===== src/rtl/mul_seq.sv =====
// Iterative shift-add multiplier: one multiplier bit per clock, LSB first.
// Supports uxu, sxs and (signed A) x (unsigned B), with valid/ready on both sides.
module mul_seq #(
    parameter int N_BIT    = 4,
    parameter int RES_SIZE = 2 * N_BIT
) (
    input  logic                clk,
    input  logic                rst,
    input  logic                in_valid,
    output logic                in_ready,
    input  logic [N_BIT-1:0]    A,
    input  logic [N_BIT-1:0]    B,
    input  logic [1:0]          mul_type,
    output logic                out_valid,
    input  logic                out_ready,
    output logic [RES_SIZE-1:0] product,
    output logic                busy
);

    localparam int CNT_W = $clog2(N_BIT) + 1;

    typedef enum logic [1:0] {
        S_IDLE,
        S_RUN,
        S_DONE
    } state_t;

    state_t                state_q, state_d;
    logic [N_BIT:0]        acc_hi_q, acc_hi_d;
    logic [N_BIT-1:0]      acc_lo_q, acc_lo_d;
    logic [N_BIT-1:0]      a_q, a_d;
    logic [N_BIT-1:0]      b_q, b_d;
    logic                  a_sgn_q, a_sgn_d;
    logic                  b_sgn_q, b_sgn_d;
    logic [CNT_W-1:0]      cnt_q, cnt_d;
    logic [RES_SIZE-1:0]   prod_q, prod_d;

    logic [N_BIT:0]        a_ext;
    logic [N_BIT:0]        sum;
    logic                  last_step;

    // Partial-product step: add ext(A), or subtract it on the sign bit of a signed B.
    always_comb begin
        a_ext     = {a_sgn_q & a_q[N_BIT-1], a_q};
        last_step = (cnt_q == CNT_W'(N_BIT - 1));
        sum       = acc_hi_q;
        if (b_q[0]) begin
            if (last_step && b_sgn_q) begin
                sum = acc_hi_q - a_ext;
            end else begin
                sum = acc_hi_q + a_ext;
            end
        end
    end

    // Next-state and datapath update for the IDLE/RUN/DONE sequence.
    always_comb begin
        state_d  = state_q;
        acc_hi_d = acc_hi_q;
        acc_lo_d = acc_lo_q;
        a_d      = a_q;
        b_d      = b_q;
        a_sgn_d  = a_sgn_q;
        b_sgn_d  = b_sgn_q;
        cnt_d    = cnt_q;
        prod_d   = prod_q;
        case (state_q)
            S_IDLE: begin
                if (in_valid) begin
                    a_d      = A;
                    b_d      = B;
                    a_sgn_d  = (mul_type == 2'b01) || (mul_type == 2'b10);
                    b_sgn_d  = (mul_type == 2'b01);
                    acc_hi_d = '0;
                    acc_lo_d = '0;
                    cnt_d    = '0;
                    state_d  = S_RUN;
                end
            end
            S_RUN: begin
                // B is consumed by shifting it right, so bit 0 is always the current bit.
                acc_hi_d = {a_sgn_q & sum[N_BIT], sum[N_BIT:1]};
                acc_lo_d = {sum[0], acc_lo_q[N_BIT-1:1]};
                b_d      = b_q >> 1;
                cnt_d    = cnt_q + 1'b1;
                if (last_step) begin
                    prod_d  = {acc_hi_d[N_BIT-1:0], acc_lo_d};
                    state_d = S_DONE;
                end
            end
            S_DONE: begin
                if (out_ready) begin
                    state_d = S_IDLE;
                end
            end
            default: begin
                state_d = S_IDLE;
            end
        endcase
    end

    // State and datapath registers; reset discards any in-flight operation.
    always_ff @(posedge clk) begin
        if (rst) begin
            state_q  <= S_IDLE;
            acc_hi_q <= '0;
            acc_lo_q <= '0;
            a_q      <= '0;
            b_q      <= '0;
            a_sgn_q  <= 1'b0;
            b_sgn_q  <= 1'b0;
            cnt_q    <= '0;
            prod_q   <= '0;
        end else begin
            state_q  <= state_d;
            acc_hi_q <= acc_hi_d;
            acc_lo_q <= acc_lo_d;
            a_q      <= a_d;
            b_q      <= b_d;
            a_sgn_q  <= a_sgn_d;
            b_sgn_q  <= b_sgn_d;
            cnt_q    <= cnt_d;
            prod_q   <= prod_d;
        end
    end

    assign in_ready  = (state_q == S_IDLE);
    assign out_valid = (state_q == S_DONE);
    assign busy      = (state_q == S_RUN) || (state_q == S_DONE);
    assign product   = prod_q;

endmodule

===== config.mk =====
export PLATFORM = sky130hd
export DESIGN_NAME = mul_seq
export DESIGN_NICKNAME = d
export VERILOG_FILES = /design/src/rtl/mul_seq.sv
export SDC_FILE = /design/constraint.sdc
export NUM_CORES = 1
export LEC_CHECK = 0
export ABC_AREA = 0
export BUFFER_PORTS_ARGS = -buffer_cell sky130_fd_sc_hd__clkbuf_2
export CAP_MARGIN = 20
export CORE_MARGIN = 3
export CORE_UTILIZATION = 40
export DETAILED_ROUTE_END_ITERATION = 16
export GPL_ROUTABILITY_DRIVEN = 0
export SLEW_MARGIN = 0
export SYNTH_ARGS = -nofsm -noshare
export SYNTH_HDL_FRONTEND = slang
export SYNTH_SLANG_ARGS = --single-unit

===== constraint.sdc =====
create_clock -name clk -period 2.8 [get_ports clk]
set_clock_uncertainty 0.15 [all_clocks]
set_input_delay 0.28 -clock clk [delete_from_list [all_inputs] [get_ports clk]]
set_output_delay 0.28 -clock clk [all_outputs]
set_load 0.01 [all_outputs]

==> impl_metrics.toml, run 1 <==
[flow_run]
maxCapViolCount = 0

[setup_path]
max_stage_delay_ps = 340
cp.required_ps = 2850
worstSetupStartpointType = "flop"
cp.arrival_ps = 2720
path_cells = "ha_1, ha_1, buf_4, a21oi_1, xnor2_1, ha_1, nand2b_1, a21oi_4, xnor2_2, or3_1, a311oi_1"
slowest_stage = "ha_1"
cpLargestDelayFamily = "adder cells"
crit_top_cell = "ha_1"
endpoint_kind = "flop"
criticalPathCategory = "flop to flop"
r2r_start = "cnt_q[0]"
cp-startpoint = "cnt_q[0]"
crit_fanout = 6
worst-path-buf-inv = 1

[clocking]
htreeDepth = 2
clk_latency_ps = 290
cts_buffers = 5
clk_pin_slew_ps = 70
clk_path_buf_depth = 2
cts.sinks = 31
tritoncts = "yes"
cts_root_buffer = "clkbuf_8"

[synth]
yosysTopAreaCell = "dfxtp_1"
ys_ff_latch = 31
synth.yosys.seq_area_share_pct = 37.5
async_reset_ff_share_pct = 0
syn_inst = 204
synth_edf_count = 0
synthesis.nets = 230
synth_area_leaders = "dfxtp_1, ha_1, a21oi_1"
synth_area_per_cell_um2 = 8.12
syn_area_um2 = 1660
synth_cell_types = 40
ys.flop_type = "dfxtp_1"
netlist.area_leader.share_pct = 37.5
synth_warnings = 0

[finish]
areaGrowthSynthToFinish_pct = 20.2
antenna_cells = 0
layout_common_cells = "nand2_1, dfxtp_1, nor2_1, clkbuf_2, a21oi_1"
drive_above_1_share_pct = 20.9
layout.cells.non_filler = 282
fin_nets = 259

[place]
dp_cells = 271
portBuffers = 24
dp.final_hpwl_um = 2580

[floorplanning]
die_area_um2 = 4950
die_h_um = 70.4
coreArea_um2 = 3830
start_util_pct = 43.3
die_w_um = 70.4
io_pins = 25
placementRows = 22

[route]
wl_per_cell_um = 13.1
vias = 1455
drt-initial-drc-count = 76
route.antenna.remaining_nets = 0
first_pass_iters = 4
drc = 0
routed_via_density = 5.16
drt_wl_total_um = 3700

[sta]
fin_crit_ps = 2670
max_slew_margin_pct = 67.6
period_share_pct = 95.4
fmax_mhz = 374
slew_violations = 0
worst_pin_slew_ps = 487
finalSetupViolations = 0
hold_viol = 0

[grt]
grt_pass1_wl_um = 6180
grt_antenna_before_repair = 0
grt_pass1_vias = 1318
grt_use_total_pct = 15.6
grt-ovfl-total = 0
grt_max_degree = 32

[power]
swShare_pct = 38.0
p_int_w = 0.00114
ir_worst_vdd_mv = 0.529
leakagePower_nw = 0.811
power.total_w = 0.00183
power.share.sequential_pct = 30.9
clkPwrFrac_pct = 25.2
comb_power_share_pct = 43.9
p_per_area_nw_per_um2 = 921
power.switching_w = 0.000697

[hold_path]
hold_class = "input pin to flop"
hp-start = "A[2]"

[status]
status = "finished clean"
==> worst register-to-register path, stage by stage, from the launching register on <==
cell      delay [ps]
dfxtp_2          330
ha_1             190
ha_1             190
buf_4            150
a21oi_1          170
xnor2_1           90
ha_1             340
nand2b_1         110
a21oi_4          210
xnor2_2          100
or3_1            310
a311oi_1         250
==> area by class of cell <==
class,count,area [um2]
inverters,14,52.6
well taps,48,60.1
flip-flops and latches,31,622
repair buffers,31,173
multi-input cells,150,967
clock inverters,2,35.0
fillers,364,1830
clock buffers,6,82.6
==> power by group through the flow <==
stage	registers (W)	clock network [W]	logic (W)
floorplan	0.000545	0	0.000589
global placement	0.000573	0	0.000715
detailed placement	0.000573	0	0.000720
CTS	0.000565	0.000469	0.000724
global route	0.000576	0.000488	0.000909
finish	0.000566	0.000462	0.000806
==> what timing repair did <==
| action | CTS | global route |
|---|---|---|
| resized for setup | 0 | 5 |
| setup buffers | 0 | 3 |
| endpoints found under the setup margin | 0 | 2 |
| hold buffers | 0 | 0 |
| endpoints found under the hold margin | 0 | 0 |
==> sequential cells by signal (all words and copies together), names as in the netlist <==
register and flops:
a_q 4, acc_hi_q 5, a_sgn_q 1, cnt_q 3, acc_lo_q 3, b_sgn_q 1
product 8, state_q 2, b_q 4
==> synth_stat cells (3+ instances only) <==
master / instances
nand2_1: 30
xnor2_1: 3
a211oi_1: 3
mux2i_1: 5
nor2_1: 25
a21oi_1: 23
clkbuf_1: 7
inv_1: 13
nand2b_1: 3
dfxtp_1: 31
a22oi_1: 7
and2_1: 4
nor2b_1: 5
ha_1: 11
==> routing by layer <==
metal,vias up,global-route usage [%],part of all wire [%]
li1,756,-,-
met1,671,20.5,48
met2,23,24.0,46
met3,5,4.17,4.3
met4,0,6.38,1.5
met5,-,0,0
==> cells by family after synthesis <==
logic type	Yosys count	synth area share (%)
AOI/OAI and AO/OA	47	18.1
adders and majority gates	12	9.52
and+or+nand+nor	79	22.6
xor gates and xnor gates	5	2.64
muxes	7	4.38
buffers and inverters	23	5.36
DFF	31	37.5
==> worst paths after layout <==
path	to	slack, ps	cells past startpoint
worst min-delay path	a_q[2]	70	3
worst min register to register	product[0]	300	2
worst max register to register	product[7]	130	11
worst max-delay path	product[7]	130	11
==> through the flow <==
step                      utilization (%)  TNS (ps)  area [um2]  hold slack (ps)  setup WS (ps)
after detailed placement             47.8         0        1830              296            117
after global placement               47.8         0        1830              294            187
after floorplan                         -         0        1660              266            209
after CTS                            50.9         0        1950             60.9           57.8
after global routing                 52.1     -31.1        1990             63.1          -31.1
final                                52.1         0        1990             67.4            128
Power figures use the tool's default switching activity.
==> run 2, diff against run 1 <==
--- a/config.mk
+++ b/config.mk
@@ -9,10 +9,11 @@
 export BUFFER_PORTS_ARGS = -buffer_cell sky130_fd_sc_hd__clkbuf_2
 export CAP_MARGIN = 20
 export CORE_MARGIN = 3
-export CORE_UTILIZATION = 40
+export CORE_UTILIZATION = 55
 export DETAILED_ROUTE_END_ITERATION = 16
 export GPL_ROUTABILITY_DRIVEN = 0
-export SLEW_MARGIN = 0
+export PLACE_DENSITY = 0.77
+export SLEW_MARGIN = 25
 export SYNTH_ARGS = -nofsm -noshare
 export SYNTH_HDL_FRONTEND = slang
 export SYNTH_SLANG_ARGS = --single-unit
==> constraint.sdc (replaced) <==
create_clock -name clk -period 3.1 [get_ports clk]
set_clock_uncertainty 0.15 [all_clocks]
set_input_delay 0.31 -clock clk [delete_from_list [all_inputs] [get_ports clk]]
set_output_delay 0.31 -clock clk [all_outputs]
set_load 0.01 [all_outputs]
==> run 2 against run 1 <==
- sequential cell count unchanged
- via count up 1.7%
- hold slack got worse by 38 ps
- sequential power is 9.7% lower
- global-route usage increased by 6.2 points
- design area decreased by 5.8%
- die area down 25%
- maximum frequency decreased by 6.8%
- sequential share of layout area grew 1.9 points
- total power decreased by 18%
- largest power group unchanged
==> impl_metrics.toml, run 2 (same netlist as run 1, synthesis figures left out) <==
[status]
status = "finished clean"

[grt]
grt_use_total_pct = 21.8
grt_antenna_before_repair = 0
grt_pass1_wl_um = 5850
grt_pass1_vias = 1311
grt-ovfl-total = 0
grt_max_degree = 33

[sta]
fmax_mhz = 349
slew_violations = 0
finalSetupViolations = 0
period_share_pct = 92.4
setup-tns-final_ps = 0
worst_pin_slew_ps = 629
grt_setup_unrepaired = "no"
finalWorstSetupSlack_ps = 234
max_slew_margin_pct = 58.1
hold_viol = 0
fin_hold_ws_ps = 29.2
fin_crit_ps = 2870

[setup_path]
cp.depth = 11
crit_top_cell = "nand2_1"
cpLargestDelayFamily = "adder cells"
crit_fanout = 7
criticalPathCategory = "flop to flop"
slowest_stage = "fa_1"
cp.arrival_ps = 2960
cp.required_ps = 3190
cp-startpoint = "cnt_q[0]"
worstSetupStartpointType = "flop"
path_cells = "ha_1, ha_2, nand2_1, nand2_1, o21ai_1, fa_1, nand2b_1, a21oi_2, xnor2_1, or3_1, a311oi_1"
worst-path-buf-inv = 0
r2r_start = "cnt_q[0]"
reg2reg_slack_ps = 230
r2r_end = "product[7]"
reg2regPathDepth = 11
max_stage_delay_ps = 450
endpoint_kind = "flop"
endpoint = "product[7]"

[power]
power.total_w = 0.00150
ir_worst_vdd_mv = 0.669
p_per_area_nw_per_um2 = 800
leakagePower_nw = 0.762

[clocking]
cts.sinks = 31
clk_latency_ps = 330
clk_path_buf_depth = 2
clk_pin_slew_ps = 110
htreeDepth = 2
tritoncts = "yes"
cts-hold-fix-buffers = 0
cts_root_buffer = "clkbuf_4"
cts_buffers = 5

[route]
drc = 0
wl_per_cell_um = 13.5
drt-initial-drc-count = 105
drt_wl_total_um = 3500
first_pass_iters = 5
route.antenna.remaining_nets = 0
vias = 1480
routed_via_density = 5.71

[place]
portBuffers = 24
dp_slack_ps = 203
dp.final_hpwl_um = 2570

[finish]
drive_above_1_share_pct = 17.5
layout_commonest_cell = "dfxtp_1"
largest_register_ffs = 8
fin_nets = 253
layout_common_cells = "dfxtp_1, nand2_1, nor2_1"
antenna_cells = 0
areaGrowthSynthToFinish_pct = 13.2

[floorplanning]
die_h_um = 60.9
io_pins = 25
die_w_um = 60.9
coreArea_um2 = 2810
placementRows = 19
die_area_um2 = 3710
start_util_pct = 59.1

[hold_path]
hold_class = "input pin to flop"

[flow_run]
maxCapViolCount = 0
-- run 2: timing repair --
item	4_1_cts	5_1_grt
setup buffers	0	0
endpoints found under the hold margin	0	0
resized for setup	0	1
setup endpoints to repair	0	1
-- run 2: worst min-delay path by stage --
stage / startpoint / cells past startpoint / end
2_1_floorplan: acc_lo_q[1] / 2 / product[0]
3_3_place_gp: product[0] / 2 / product[0]
3_5_place_dp: product[2] / 2 / product[2]
4_1_cts: A[3] / 3 / a_q[3]
5_1_grt: A[1] / 3 / a_q[1]
6_report: A[3] / 3 / a_q[3]
-- run 2: final cells by class --
| type | count | area (um2) |
|---|---|---|
| Sequential cell | 31 | 621 |
| Timing Repair Buffer | 25 | 128 |
| Inverter | 14 | 52.6 |
| Tap cell | 31 | 38.8 |
| Clock buffer | 6 | 51.3 |
| Clock inverter | 2 | 35.0 |
| Fill cell | 260 | 930 |
| Multi-Input combinational cell | 150 | 950 |
-- run 2: metrics by stage --
| stage | utilization, % | instance area [um2] | cells |
|---|---|---|---|
| after floorplan | - | 1660 | 204 |
| after global placement | 63.7 | 1790 | 251 |
| after detailed placement | 63.7 | 1790 | 251 |
| after CTS | 66.8 | 1870 | 259 |
| after global routing | 66.9 | 1880 | 259 |
| final | 66.9 | 1880 | 259 |
-- run 2: power by group --
group	switching (W)	total (W)	internal [W]
sequential	0.0000589	0.000511	0.000452
combinational	0.000387	0.000655	0.000269
clock	0.000143	0.000334	0.000191
-- run 2: worst reg2reg max path: stages, from the launching register on --
cell      delay [ps]
dfxtp_1          370
ha_1             160
ha_2             230
nand2_1          110
nand2_1           80
o21ai_1          100
fa_1             450
nand2b_1         180
a21oi_2          230
xnor2_1          130
or3_1            330
a311oi_1         270
-- run 2: routing by layer --
metal	routed length [um]	part of all wire, %	GRT usage (%)
met5	0	0	0
met4	82	2.3	10.5
met2	1720	49	36.6
met3	177	5.1	5.96
met1	1510	43	25.5
==> run 3, diff against run 2 <==
==> constraint.sdc (replaced) <==
create_clock -name clk -period 3.3 [get_ports clk]
set_clock_uncertainty 0.15 [all_clocks]
set_input_delay 0 -clock clk [delete_from_list [all_inputs] [get_ports clk]]
set_output_delay 0 -clock clk [all_outputs]
set_load 0.01 [all_outputs]
==> run 3 against run 2 <==
- clock-buffer cell count did not move
- hold slack improved by 89 ps
- sequential share of layout area fell by 2.4 points
- largest cell class unchanged
- critical path type unchanged
- combinational power rose by 3.1%
- maximum frequency fell by 3.7%
- first-iteration DRC count fell by 16%
- via count rose by 6.6%
- cell count rose by 6.6%
==> impl_metrics.toml, run 3 (same netlist as run 1, synthesis figures left out) <==
[status]
status = "finished clean"

[grt]
grt_pass1_wl_um = 6820
grt_antenna_before_repair = 0
grt_max_degree = 33
grt_use_met3_pct = 5.74
met2_usage_pct = 44.9
grt_use_total_pct = 25.3
grt-ovfl-total = 0
grt_pass1_vias = 1513
use_met1_pct = 29.3
grt.busiest_layer = "met2"

[route]
wl_per_cell_um = 14.9
vias = 1578
route.antenna.remaining_nets = 0
drt_wl_total_um = 4120
first_pass_iters = 4
drc = 0
drt-initial-drc-count = 88
routed_via_density = 5.72

[finish]
drive_above_1_share_pct = 15.5
layout_common_cells = "dfxtp_1, nand2_1, nor2_1"
layout_commonest_cell = "dfxtp_1"
fin_nets = 271
areaGrowthSynthToFinish_pct = 22.1
largest_register_ffs = 8
layout.cells.non_filler = 276
antenna_cells = 0

[clocking]
clk_pin_slew_ps = 90
htreeDepth = 2
post-cts-setup-buffer-count = 0
cts.sinks = 31
cts_root_buffer = "clkbuf_4"
cts_buffers = 5
tritoncts = "yes"
clk_path_buf_depth = 2
clk_latency_ps = 340

[setup_path]
endpoint_kind = "flop"
crit_fanout = 7
cp.arrival_ps = 3060
criticalPathCategory = "flop to flop"
reg2reg_slack_ps = 330
worstSetupStartpointType = "flop"
cp.required_ps = 3380

[sta]
setup-tns-final_ps = 0
slew_violations = 0
fin_crit_ps = 2970
period_share_pct = 90.1
fin_hold_ws_ps = 119
grt_setup_unrepaired = "no"
hold_viol = 0
finalSetupViolations = 0
worst_pin_slew_ps = 652
fmax_mhz = 336
max_slew_margin_pct = 56.5

[floorplanning]
coreArea_um2 = 2810
start_util_pct = 59.1
die_h_um = 60.9
io_pins = 25
die_area_um2 = 3710
placementRows = 19
die_w_um = 60.9

[place]
dp_cells = 251
dp.final_hpwl_um = 2610
portBuffers = 24

[hold_path]
hold_class = "input pin to flop"

[power]
p_per_area_nw_per_um2 = 685
ir_worst_vdd_mv = 0.469
power.total_w = 0.00139
leakagePower_nw = 0.834

[flow_run]
maxCapViolCount = 0
run 3: changes by cell type in the layout (fill, tap and decap cells not counted), sizes merged:
cell         previous run  this run
dlygate4sd3             0        18
bufinv                  1         0
run 3: per-stage QoR:
stage / area [um2] / utilization [%] / setup WS [ps]
floorplan: 1660 / - / 709
CTS: 2020 / 72.1 / 384
global placement: 1790 / 63.7 / 583
global route: 2020 / 72.1 / 109
detailed placement: 1790 / 63.7 / 421
finish: 2020 / 72.1 / 325
run 3: worst max-delay path, stage by stage (launching register included):
cell	delay, ps
dfxtp_1	360
ha_1	160
ha_1	270
nand2_1	140
nand2_1	100
o21ai_1	110
fa_1	450
nand2b_1	180
a21oi_2	230
xnor2_1	130
or3_1	320
a311oi_1	270
run 3: final cells by class:
class                      count  area [um2]
clock inverter                 1        5.00
clock buffer                   6        51.3
fill                         236         782
tap                           31        38.8
inverter                      14        52.6
timing repair buffer          43         308
sequential                    31         621
multi-input combinational    150         947
run 3: path summary, 6_finish.rpt:
path	start	endpoint	depth (start not counted)
setup / recovery	cnt_q[0]	product[7]	11
hold / removal	in_valid	a_sgn_q	4
setup reg to reg	cnt_q[0]	product[7]	11
hold reg to reg	product[4]	product[4]	2
run 3: where the power goes:
group	leakage, nW	switching, W	internal [W]
clock network	0.0341	0.000131	0.0000986
logic	0.548	0.000393	0.000282
registers	0.252	0.0000553	0.000425
run 3: what timing repair did:
action	in CTS	in global routing
endpoints found under the hold margin	12	0
hold buffers	18	0
gates resized for setup	0	0
run 3: per-layer routing:
metal	up-vias	wire [um]
met4	0	85
met1	732	1700
met2	58	2130
met5	-	0
li1	777	-
met3	11	203
